<file path="config.mk">
export PLATFORM = sky130hd
export DESIGN_NAME = life_stream_stepper_flat
export DESIGN_NICKNAME = d
export VERILOG_FILES = /design/src/rtl/life_stream_stepper_if.sv /design/src/rtl/life_stream_stepper.sv /design/src/flat_wrapper.sv
export SDC_FILE = /design/constraint.sdc
export NUM_CORES = 1
export LEC_CHECK = 0
export ABC_CLOCK_PERIOD_IN_PS = 4200
export CORE_UTILIZATION = 30
export DETAILED_ROUTE_END_ITERATION = 10
export SLEW_MARGIN = 5
export SYNTH_ARGS = -nofsm -noshare
export SYNTH_HDL_FRONTEND = slang
export SYNTH_SLANG_ARGS = --single-unit
</file>
<file path="constraint.sdc">
create_clock -name clk -period 4.2 [get_ports clk]
set_input_delay 0.84 -clock clk [delete_from_list [all_inputs] [get_ports clk]]
set_output_delay 0.84 -clock clk [all_outputs]
set_load 0.01 [all_outputs]
</file>
<file path="src/rtl/life_stream_stepper_if.sv">
// Cell stream handshake between the Game-of-Life stepper and its neighbours.
// The upstream and downstream sides are grouped into one bundle.
interface life_stream_stepper_if;
  logic in_cell;
  logic in_valid;
  logic in_ready;
  logic out_cell;
  logic out_valid;
  logic out_ready;
  logic out_last;

  // Stepper side.
  modport slave (
    input  in_cell, in_valid, out_ready,
    output in_ready, out_cell, out_valid, out_last
  );

  // Environment side: upstream producer and downstream consumer.
  modport master (
    output in_cell, in_valid, out_ready,
    input  in_ready, out_cell, out_valid, out_last
  );
endinterface

</file>
<file path="src/rtl/life_stream_stepper.sv">
// Streaming Game-of-Life stepper: raster-order cells in, next generation out.
// A 2*WIDTH+3 window of history supplies all eight neighbours of the centre cell.
module full_adder_3_bit_to_4_bit (
  input  logic [2:0] a,
  input  logic [2:0] b,
  output logic [3:0] sum
);
  assign sum = {1'b0, a} + {1'b0, b};
endmodule

module life_stream_stepper #(
  parameter int WIDTH  = 8,
  parameter int HEIGHT = 8
) (
  input  logic               clk,
  input  logic               reset_n,
  life_stream_stepper_if.slave s
);
  localparam int N    = WIDTH * HEIGHT;
  localparam int HL   = 2 * WIDTH + 3;
  localparam int CW   = $clog2(N + 1);
  localparam int COLW = $clog2(WIDTH);
  localparam int ROWW = $clog2(HEIGHT);

  localparam logic [1:0] FILL  = 2'd0;
  localparam logic [1:0] RUN   = 2'd1;
  localparam logic [1:0] DRAIN = 2'd2;

  logic [1:0]      state;
  logic [HL-1:0]   hist, hist_nxt;
  logic [CW-1:0]   in_cnt;
  logic [COLW-1:0] col;
  logic [ROWW-1:0] row;
  logic            in_ready;
  logic            in_xfer, out_xfer, drain_step, shift, load, last_xfer;
  logic            lm, rm, um, dm;
  logic [2:0]      pa, pb;
  logic [3:0]      cnt;
  logic            centre, nxt;
  logic            hist_unused;

  always_comb begin
    in_ready = 1'b0;
    case (state)
      FILL:    in_ready = 1'b1;
      RUN:     in_ready = !s.out_valid || s.out_ready;
      default: in_ready = 1'b0;
    endcase
  end
  assign s.in_ready = in_ready;

  assign in_xfer    = s.in_valid && in_ready;
  assign out_xfer   = s.out_valid && s.out_ready;
  // Once the out_last beat is loaded, DRAIN only waits for it to leave.
  assign drain_step = (state == DRAIN) && (!s.out_valid || s.out_ready) && !s.out_last;
  assign shift      = in_xfer || drain_step;
  assign load       = ((state == RUN) && in_xfer) || drain_step;
  assign last_xfer  = (state == DRAIN) && out_xfer && s.out_last;

  // Window as it will look after this shift; bit 0 is the newest cell.
  assign hist_nxt    = {hist[HL-2:0], in_xfer ? s.in_cell : 1'b0};
  // The oldest bit only ever falls off the end of the window.
  assign hist_unused = hist[HL-1];

  assign lm     = (col != '0);
  assign rm     = (col != COLW'(WIDTH - 1));
  assign um     = (row != '0);
  assign dm     = (row != ROWW'(HEIGHT - 1));
  assign centre = hist_nxt[WIDTH+1];

  assign pa = {2'b0, hist_nxt[2*WIDTH+2] & um & lm}
            + {2'b0, hist_nxt[2*WIDTH+1] & um}
            + {2'b0, hist_nxt[2*WIDTH]   & um & rm}
            + {2'b0, hist_nxt[WIDTH+2]   & lm}
            + {2'b0, hist_nxt[WIDTH]     & rm};
  assign pb = {2'b0, hist_nxt[2] & dm & lm}
            + {2'b0, hist_nxt[1] & dm}
            + {2'b0, hist_nxt[0] & dm & rm};

  full_adder_3_bit_to_4_bit u_add (.a(pa), .b(pb), .sum(cnt));

  assign nxt = (cnt == 4'd3) || (centre && (cnt == 4'd2));

  always_ff @(posedge clk or negedge reset_n) begin
    if (!reset_n) begin
      state  <= FILL;
      hist   <= '0;
      in_cnt <= '0;
      col    <= '0;
      row    <= '0;
    end else if (last_xfer) begin
      state  <= FILL;
      hist   <= '0;
      in_cnt <= '0;
      col    <= '0;
      row    <= '0;
    end else begin
      if (shift)   hist   <= hist_nxt;
      if (in_xfer) in_cnt <= in_cnt + 1'b1;
      if (state == FILL && in_xfer && in_cnt == CW'(WIDTH)) state <= RUN;
      if (state == RUN  && in_xfer && in_cnt == CW'(N - 1)) state <= DRAIN;
      if (load) begin
        if (col == COLW'(WIDTH - 1)) begin
          col <= '0;
          if (row != ROWW'(HEIGHT - 1)) row <= row + 1'b1;
        end else begin
          col <= col + 1'b1;
        end
      end
    end
  end

  always_ff @(posedge clk or negedge reset_n) begin
    if (!reset_n) begin
      s.out_valid <= 1'b0;
      s.out_cell  <= 1'b0;
      s.out_last  <= 1'b0;
    end else if (load) begin
      s.out_valid <= 1'b1;
      s.out_cell  <= nxt;
      s.out_last  <= (row == ROWW'(HEIGHT - 1)) && (col == COLW'(WIDTH - 1));
    end else if (out_xfer) begin
      s.out_valid <= 1'b0;
      s.out_last  <= 1'b0;
    end
  end
endmodule

</file>
<file path="src/flat_wrapper.sv">
// flat-port wrapper written by rule: the top's interface ports become plain ports
module life_stream_stepper_flat 
#(
  parameter int WIDTH  = 8,
  parameter int HEIGHT = 8
)
  (clk, reset_n, s_in_cell, s_in_valid, s_out_ready, s_in_ready, s_out_cell, s_out_valid, s_out_last);
  life_stream_stepper_if s_i ();
  input  logic clk;
  input  logic reset_n;
  input wire logic [$bits(s_i.in_cell)-1:0] s_in_cell;
  input wire logic [$bits(s_i.in_valid)-1:0] s_in_valid;
  input wire logic [$bits(s_i.out_ready)-1:0] s_out_ready;
  output wire logic [$bits(s_i.in_ready)-1:0] s_in_ready;
  output wire logic [$bits(s_i.out_cell)-1:0] s_out_cell;
  output wire logic [$bits(s_i.out_valid)-1:0] s_out_valid;
  output wire logic [$bits(s_i.out_last)-1:0] s_out_last;
  assign s_i.in_cell = s_in_cell;
  assign s_i.in_valid = s_in_valid;
  assign s_i.out_ready = s_out_ready;
  assign s_in_ready = s_i.in_ready;
  assign s_out_cell = s_i.out_cell;
  assign s_out_valid = s_i.out_valid;
  assign s_out_last = s_i.out_last;
  life_stream_stepper #(.WIDTH(WIDTH), .HEIGHT(HEIGHT)) u_core (.clk(clk), .reset_n(reset_n), .s(s_i));
endmodule
</file>
==> results.md, run 1 <==
- Gpl congestion: 0.7324
- P_leak: 1.063 nW
- Syn Inst Count: 212
- Gr usage total: 0.1146
- CTS H-tree lvls: 2
- CP required: 4.40 ns
- Layout cells sized above 1: 0.08482
- CTS root buffer: clkbuf_8
- Post-route minimum period: 3.566 ns
- Vias in the first global route: 1428
- Netlist cell types: 39
- Die ar.: 7059 sq um
- Routed WL: 3593 um
- Synthesis Warnings: 0
- CP max FO: 6
- Setup Fix Bufs, Post-CTS: 0
- Worst-Margin Slew: 0.8096 ns
- Crit path kind: input port to flip-flop
- Vias/cell: 4.738
- Sequential element share of the synthesized area: 0.4464
- Switch Pwr: 0.3530 mW
- Final setup TNS: 0 ns
- First-pass GRT wire length: 6479 um
- Num CTS Buffers: 5
- Core Box Area: 6422 sq um
- N_diodes: 0
- WP data arrival: 3.77 ns
- Die Y: 84.02 um
- Hpwl dp: 2497 um
- Final Hold Viols: 0
- Bufs on Longest Clock Path: 2
- Initial Util: 0.3142
- Initial antenna violation count: 0
- Clock Power Share: 0.283
- Hold WC Path Type: flip-flop to flip-flop
- CP Buf/Inv Count: 1
- Reg clk slew, reported paths: 0.07 ns
- Row count: 29
- Cell Area, Synth: 2018 sq um
- Sequential share of power: 0.442
- Setup violators final: 0
- Resized Gates After CTS: 0
- Critical Path Start Type: input port
- CP endpoint kind: flip-flop
- Gr ovfl total: 0
- Die W: 84.02 um
- Post-route cell area: 2275 sq um
- Post-CTS Hold Fix Bufs: 0
- Outcome: completed
- Via count: 1426
- Ys flop type: dfrtp_1
- CP most frequent cell: fa_1
- Worst path slowest cell: clkdlybuf4s50_1
- Peak supply drop: 0.1501 mV
- Total Power: 1.056 mW
- Max incr delay on CP: 0.51 ns
- Placed Instance Area: 2167 sq um
- Area delta synth->final: 12.71%
- Largest net degree at the start of global routing: 37
- Port buffer count: 8
- Synthesis-stage register bit count: 36
- PwrDens: 464.4 nW/um^2
- CTS sink cnt: 36
- IO Count: 9
- Fill count: 631
- Post-synth EDFFs: 0
- Critical path, cell by cell: clkdlybuf4s50_1, nand3b_2, and2_1, nand2_1, nor3_1, fa_1, ha_1, fa_1, nor2b_1, o21ai_0, o31ai_1
- Antenna viol nets, final: 0
- Skew-Pair Late Insertion Delay: 0.29 ns
- Initial detailed-routing violation count: 42
- Combinational share of power: 0.275
- CTS tree: built
- Final nets: 248
- Mapped Nets: 237
- Post-synthesis average cell area: 9.520 sq um
- Drt drc: 0
- Max-slew violation count: 0
- Peak Freq: 280.4 MHz
- Final Cycle Share: 0.8492
- Max-Cap Viols: 0
- Relative slew slack: 0.4603
- Clk_skew: 0.003200 ns
- DRT Pass-1 Iters: 4
- Wire per inst: 11.94 um
- Crit path max-delay family: adder cells
- Ys async rst share: 1.000
- Power Internal: 0.7034 mW
- Net Sw Frac: 0.3342
- RSZ-0062 raised after global routing: false
==> cells in the final DEF (no fill, tap or decap), types with 2 or more instances in the layout <==
| cell | synthesis | final |
|---|---|---|
| nand2_1 | 51 | 51 |
| dfrtp_1 | 36 | 36 |
| inv_1 | 17 | 17 |
| o21ai_1 | 16 | 16 |
| ha_1 | 16 | 16 |
| o21ai_0 | 9 | 9 |
| nand3_1 | 8 | 8 |
| clkdlybuf4s50_1 | 0 | 7 |
| nand2b_1 | 5 | 5 |
| o31ai_1 | 5 | 5 |
| clkbuf_8 | 0 | 5 |
| and2_1 | 4 | 4 |
| fa_1 | 4 | 4 |
| nor2b_1 | 3 | 3 |
| nand4_1 | 3 | 3 |
| nor3_1 | 2 | 2 |
| and3_1 | 2 | 2 |
| nand3b_1 | 2 | 2 |
| o211ai_1 | 2 | 2 |
| mux2i_1 | 2 | 2 |
| buf_4 | 3 | 2 |
==> synth_stat cells (4+ instances only) <==
| library cell | number | share of area |
|---|---|---|
| o21ai_0 | 9 | 0.022 |
| nand2b_1 | 5 | 0.015 |
| and2_1 | 4 | 0.012 |
| ha_1 | 16 | 0.099 |
| nand2_1 | 51 | 0.095 |
| dfrtp_1 | 36 | 0.45 |
| o31ai_1 | 5 | 0.019 |
| fa_1 | 4 | 0.040 |
| nand3_1 | 8 | 0.020 |
| inv_1 | 17 | 0.032 |
| o21ai_1 | 16 | 0.040 |
==> layout make-up <==
cell class                      instances  area (sq um)  area share
Multi-Input combinational cell        153          1016      0.4466
Sequential cell                        36         900.9      0.3960
Tap cell                               77         96.34     0.04235
Timing Repair Buffer                   10         90.09     0.03960
Clock buffer                            6         72.57     0.03190
Inverter                               17         63.81     0.02805
Clock inverter                          2         35.03     0.01540
==> flip-flops by register name (all words and copies together) (netlist names) <==
register / cells
u_core.hist: 18
u_core.in_cnt: 7
u_core.col: 3
u_core.row: 3
u_core.state: 2
u_core.s.out_cell: 1
u_core.s.out_last: 1
u_core.s.out_valid: 1
==> routing by layer <==
metal / track usage / routed length [um]
met2: 0.1818 / 1674
met4: 0.04389 / 43
met3: 0.02473 / 75
met5: 0 / 0
met1: 0.1525 / 1799
==> worst min-delay path, delay by kind of cell (launching register included) <==
family / cells / cell delay, ns
and+or+nand+nor: 1 / 0.05
DFF: 1 / 0.34
AOI/OAI and AO/OA: 1 / 0.06
==> power by group through the flow <==
stage | sequential [mW] | clock (mW) | combinational [mW]
5_1_grt | 0.476 | 0.325 | 0.338
6_report | 0.467 | 0.299 | 0.291
3_5_place_dp | 0.472 | 0 | 0.294
3_3_place_gp | 0.471 | 0 | 0.286
2_1_floorplan | 0.460 | 0 | 0.220
4_1_cts | 0.466 | 0.307 | 0.297
==> final timing paths <==
kind | from | slack, ns | endpoint | depth (start not counted)
setup / recovery | s_out_ready | 0.63 | u_core.s.out_cell | 11
hold / removal | u_core.hist[17] | 0.49 | u_core.hist[17] | 2
setup reg to reg | u_core.col[0] | 0.73 | u_core.s.out_cell | 16
hold reg to reg | u_core.hist[17] | 0.49 | u_core.hist[17] | 2
max in group asynchronous | reset_n | 3.05 | u_core.hist[16] | 1
min in group asynchronous | reset_n | 0.64 | u_core.s.out_valid | 1
==> stage by stage <==
| stage | setup WS (ns) | hold WS [ns] | instances | util |
|---|---|---|---|---|
| 3_5_place_dp | 0.3060 | 0.4758 | 293 | 0.3374 |
| 3_3_place_gp | 0.4172 | 0.4629 | 293 | 0.3374 |
| 6_report | 0.6335 | 0.4851 | 301 | 0.3542 |
| 4_1_cts | 0.6110 | 0.4922 | 301 | 0.3542 |
| 5_1_grt | 0.3343 | 0.5179 | 301 | 0.3542 |
| 2_1_floorplan | 0.9557 | 0.4474 | 212 | - |
==> logic make-up after synthesis <==
family	after synthesis	synth area share
AND/OR/NAND/NOR	91	0.2294
buffers and inverters	23	0.05021
AO/OA/AOI/OAI	39	0.1209
multiplexers	2	0.009920
flip-flops	36	0.4464
XOR/XNOR	1	0.004341
adder cells (fa/ha/maj)	20	0.1389
Note: power is estimated with default switching activity, not from simulation.
==> run 2: changes to the inputs <==
- ABC_CLOCK_PERIOD_IN_PS: 4200 -> 3000
- clock period: 4.2 -> 3 ns (I/O delays scaled with it)
==> run 2 against run 1 <==
Against the previous run:
- the flow now finishes with violations (negative setup slack)
- cell count rose by 5.0%
- register-to-register slack got worse by 1.0 ns
- global-route usage rose by 0.91 points
- critical endpoint unchanged
- largest cell class unchanged
- critical path type is now flip-flop to flip-flop
- critical path depth rose by 5
- non-clock buffer count rose by 15
==> results.md, run 2 (same netlist as run 1, synthesis figures left out) <==
- Core Box Area: 6422 sq um (unchanged)
- Via count: 1483 (+4.0%)
- WP data arrival: 3.51 ns (-0.26 ns)
- Critical Path Start Type: flip-flop
- Hpwl dp: 2599 um (+4.1%)
- Post-route setup slack: -0.3098 ns (-0.9433 ns)
- Max reg flops: 18 (unchanged)
- Worst-Margin Slew: 0.8113 ns (+0.001770 ns)
- Total Power: 1.620 mW (+53%)
- Final Cycle Share: 1.103
- Outcome: finished with violations
- Crit path kind: flip-flop to flip-flop
- Post-route minimum period: 3.310 ns
- Register area: 900.9 sq um (unchanged)
- Initial detailed-routing violation count: 65 (+55%)
- Post-route cell area: 2436 sq um (+7.1%)
- Die Y: 84.02 um (unchanged)
- N_diodes: 0 (unchanged)
- CP endpoint kind: flip-flop
- IO Count: 9 (unchanged)
- Post-CTS Hold Fix Bufs: 0 (unchanged)
- Gr usage total: 0.1237 (+0.009117)
- Wire per inst: 11.84 um (-0.85%)
- DRT Pass-1 Iters: 4 (unchanged)
- Commonest non-fill, non-tap cell in the layout: nand2_1
- First-pass GRT wire length: 6934 um (+7.0%)
- Clk_skew: 0.006233 ns (+0.003034 ns)
- Peak supply drop: 0.2081 mV (+39%)
- Row count: 29 (unchanged)
- Hold WS: 0.3884 ns (-0.09664 ns)
- Die ar.: 7059 sq um (unchanged)
- Pre-CTS WS: -0.4268 ns (-0.7328 ns)
- Bufs on Longest Clock Path: 2 (unchanged)
- Largest registers: u_core.hist (18), u_core.in_cnt (7)
- CTS root buffer: clkbuf_8
- Antenna viol nets, final: 0 (unchanged)
- Failing checks: negative setup slack
- Final nets: 263 (+6.0%)
- Worst path slowest cell: fa_1
- Num CTS Buffers: 5 (unchanged)
- CTS H-tree lvls: 2 (unchanged)
- Routed WL: 3740 um (+4.1%)
- PwrDens: 664.8 nW/um^2 (+43%)
- Vias/cell: 4.693 (-0.94%)
- Area delta synth->final: 20.71%
- Max-Cap Viols: 0 (unchanged)
- Initial Util: 0.3142 (unchanged)
- P_leak: 1.128 nW (+6.1%)
- Max incr delay on CP: 0.48 ns (-0.03 ns)
- Die W: 84.02 um (unchanged)
- CP required: 3.20 ns (-1.20 ns)
- Hold WC Path Type: input port to asynchronous set/reset pin
- Largest Register: u_core.hist
- Critical path, cell by cell: inv_2, ha_4, nand2b_4, and3_4, ha_4, inv_2, fa_1, inv_1, ha_2, inv_2, fa_1, inv_2, fa_1, nor2b_1, o21ai_1, o31ai_1
- Reg clk slew, reported paths: 0.08 ns (about the same)
- Max-slew violation count: 0 (unchanged)
- Layout cells sized above 1: 0.1967 (+0.1118)
- Placed Instance Area: 2257 sq um (+4.2%)
- Gpl congestion: 0.7754 (+5.9%)
- Final Hold Viols: 0 (unchanged)
- Most frequent cells in the layout: 51 x nand2_1, 36 x dfrtp_1, 17 x o21ai_1, 17 x buf_4
- Setup violators final: 1 (+1)
- RSZ-0062 raised after global routing: true
- CP most frequent cell: inv_2
- Port buffer count: 8 (unchanged)
- CTS tree: built
- Initial antenna violation count: 0 (unchanged)
- Drt drc: 0 (unchanged)
- Largest net degree at the start of global routing: 37 (unchanged)
- Multi-input gate area: 1065 sq um (+4.8%)
- Fill count: 641 (+1.6%)
- Peak Freq: 302.1 MHz
- Skew-Pair Late Insertion Delay: 0.29 ns (about the same)
- Vias in the first global route: 1524 (+6.7%)
- CTS sink cnt: 36 (unchanged)
- CP max FO: 3 (-3)
- Relative slew slack: 0.4591 (-0.001180)
- Gr ovfl total: 0 (unchanged)
==> run 2: cell types whose count changed in the layout (fill, tap and decap cells not counted), sizes merged <==
| cell | previous run | this run |
|---|---|---|
| buf | 3 | 18 |
==> run 2: repair_timing <==
action,in CTS,in global routing
endpoints found under the setup margin,1,1
pin swaps,5,8
resized for setup,6,9
buffers inserted,2,1
==> run 2: cell type report <==
class	instances	share of cell area
inverter	17	0.02619
clock buffer	6	0.02979
sequential	36	0.3698
timing repair buffer	25	0.08320
tap	77	0.03955
clock inverter	2	0.01438
multi-input combinational	153	0.4371
==> run 2: layer usage <==
metal / vias up / global-route usage / share of wire
met2: 11 / 0.1908 / 0.45
met3: 7 / 0.02868 / 0.020
met4: 0 / 0.05799 / 0.021
met5: - / 0 / 0
li1: 767 / - / -
met1: 698 / 0.1638 / 0.51
==> run 2: critical path, delay by kind of cell, from the launching register on <==
kind | cells | cell delay [ns]
buffers and inverters | 5 | 0.27
adder cells (fa/ha/maj) | 6 | 1.93
AO/OA/AOI/OAI | 2 | 0.25
flip-flops | 1 | 0.40
AND/OR/NAND/NOR | 3 | 0.36
==> run 2: report_power, final <==
group / switching [mW] / total [mW] / internal [mW]
logic: 0.281 / 0.550 / 0.269
registers: 0.0728 / 0.644 / 0.571
clock network: 0.179 / 0.426 / 0.247
total: 0.533 / 1.62 / 1.09
==> run 2: final timing paths <==
kind                                    from                 end  slack [ns]  cells after the start
max in group asynchronous            reset_n       u_core.row[2]        2.09                      1
setup / recovery               u_core.row[1]   u_core.s.out_cell       -0.31                     16
hold / removal                       reset_n  u_core.s.out_valid        0.39                      1
setup reg to reg               u_core.row[1]   u_core.s.out_cell       -0.31                     16
hold reg to reg            u_core.s.out_cell   u_core.s.out_cell        0.49                      2
min in group clk           u_core.s.out_cell   u_core.s.out_cell        0.49                      2
==> run 2: stage by stage <==
step,util,cells,TNS (ns)
4_1_cts,0.3737,315,-0.4076
5_1_grt,0.3793,316,-0.4845
6_report,0.3793,316,-0.3098
3_5_place_dp,0.3515,305,-0.4268
2_1_floorplan,-,212,-0.2443
3_3_place_gp,0.3515,305,-0.3717
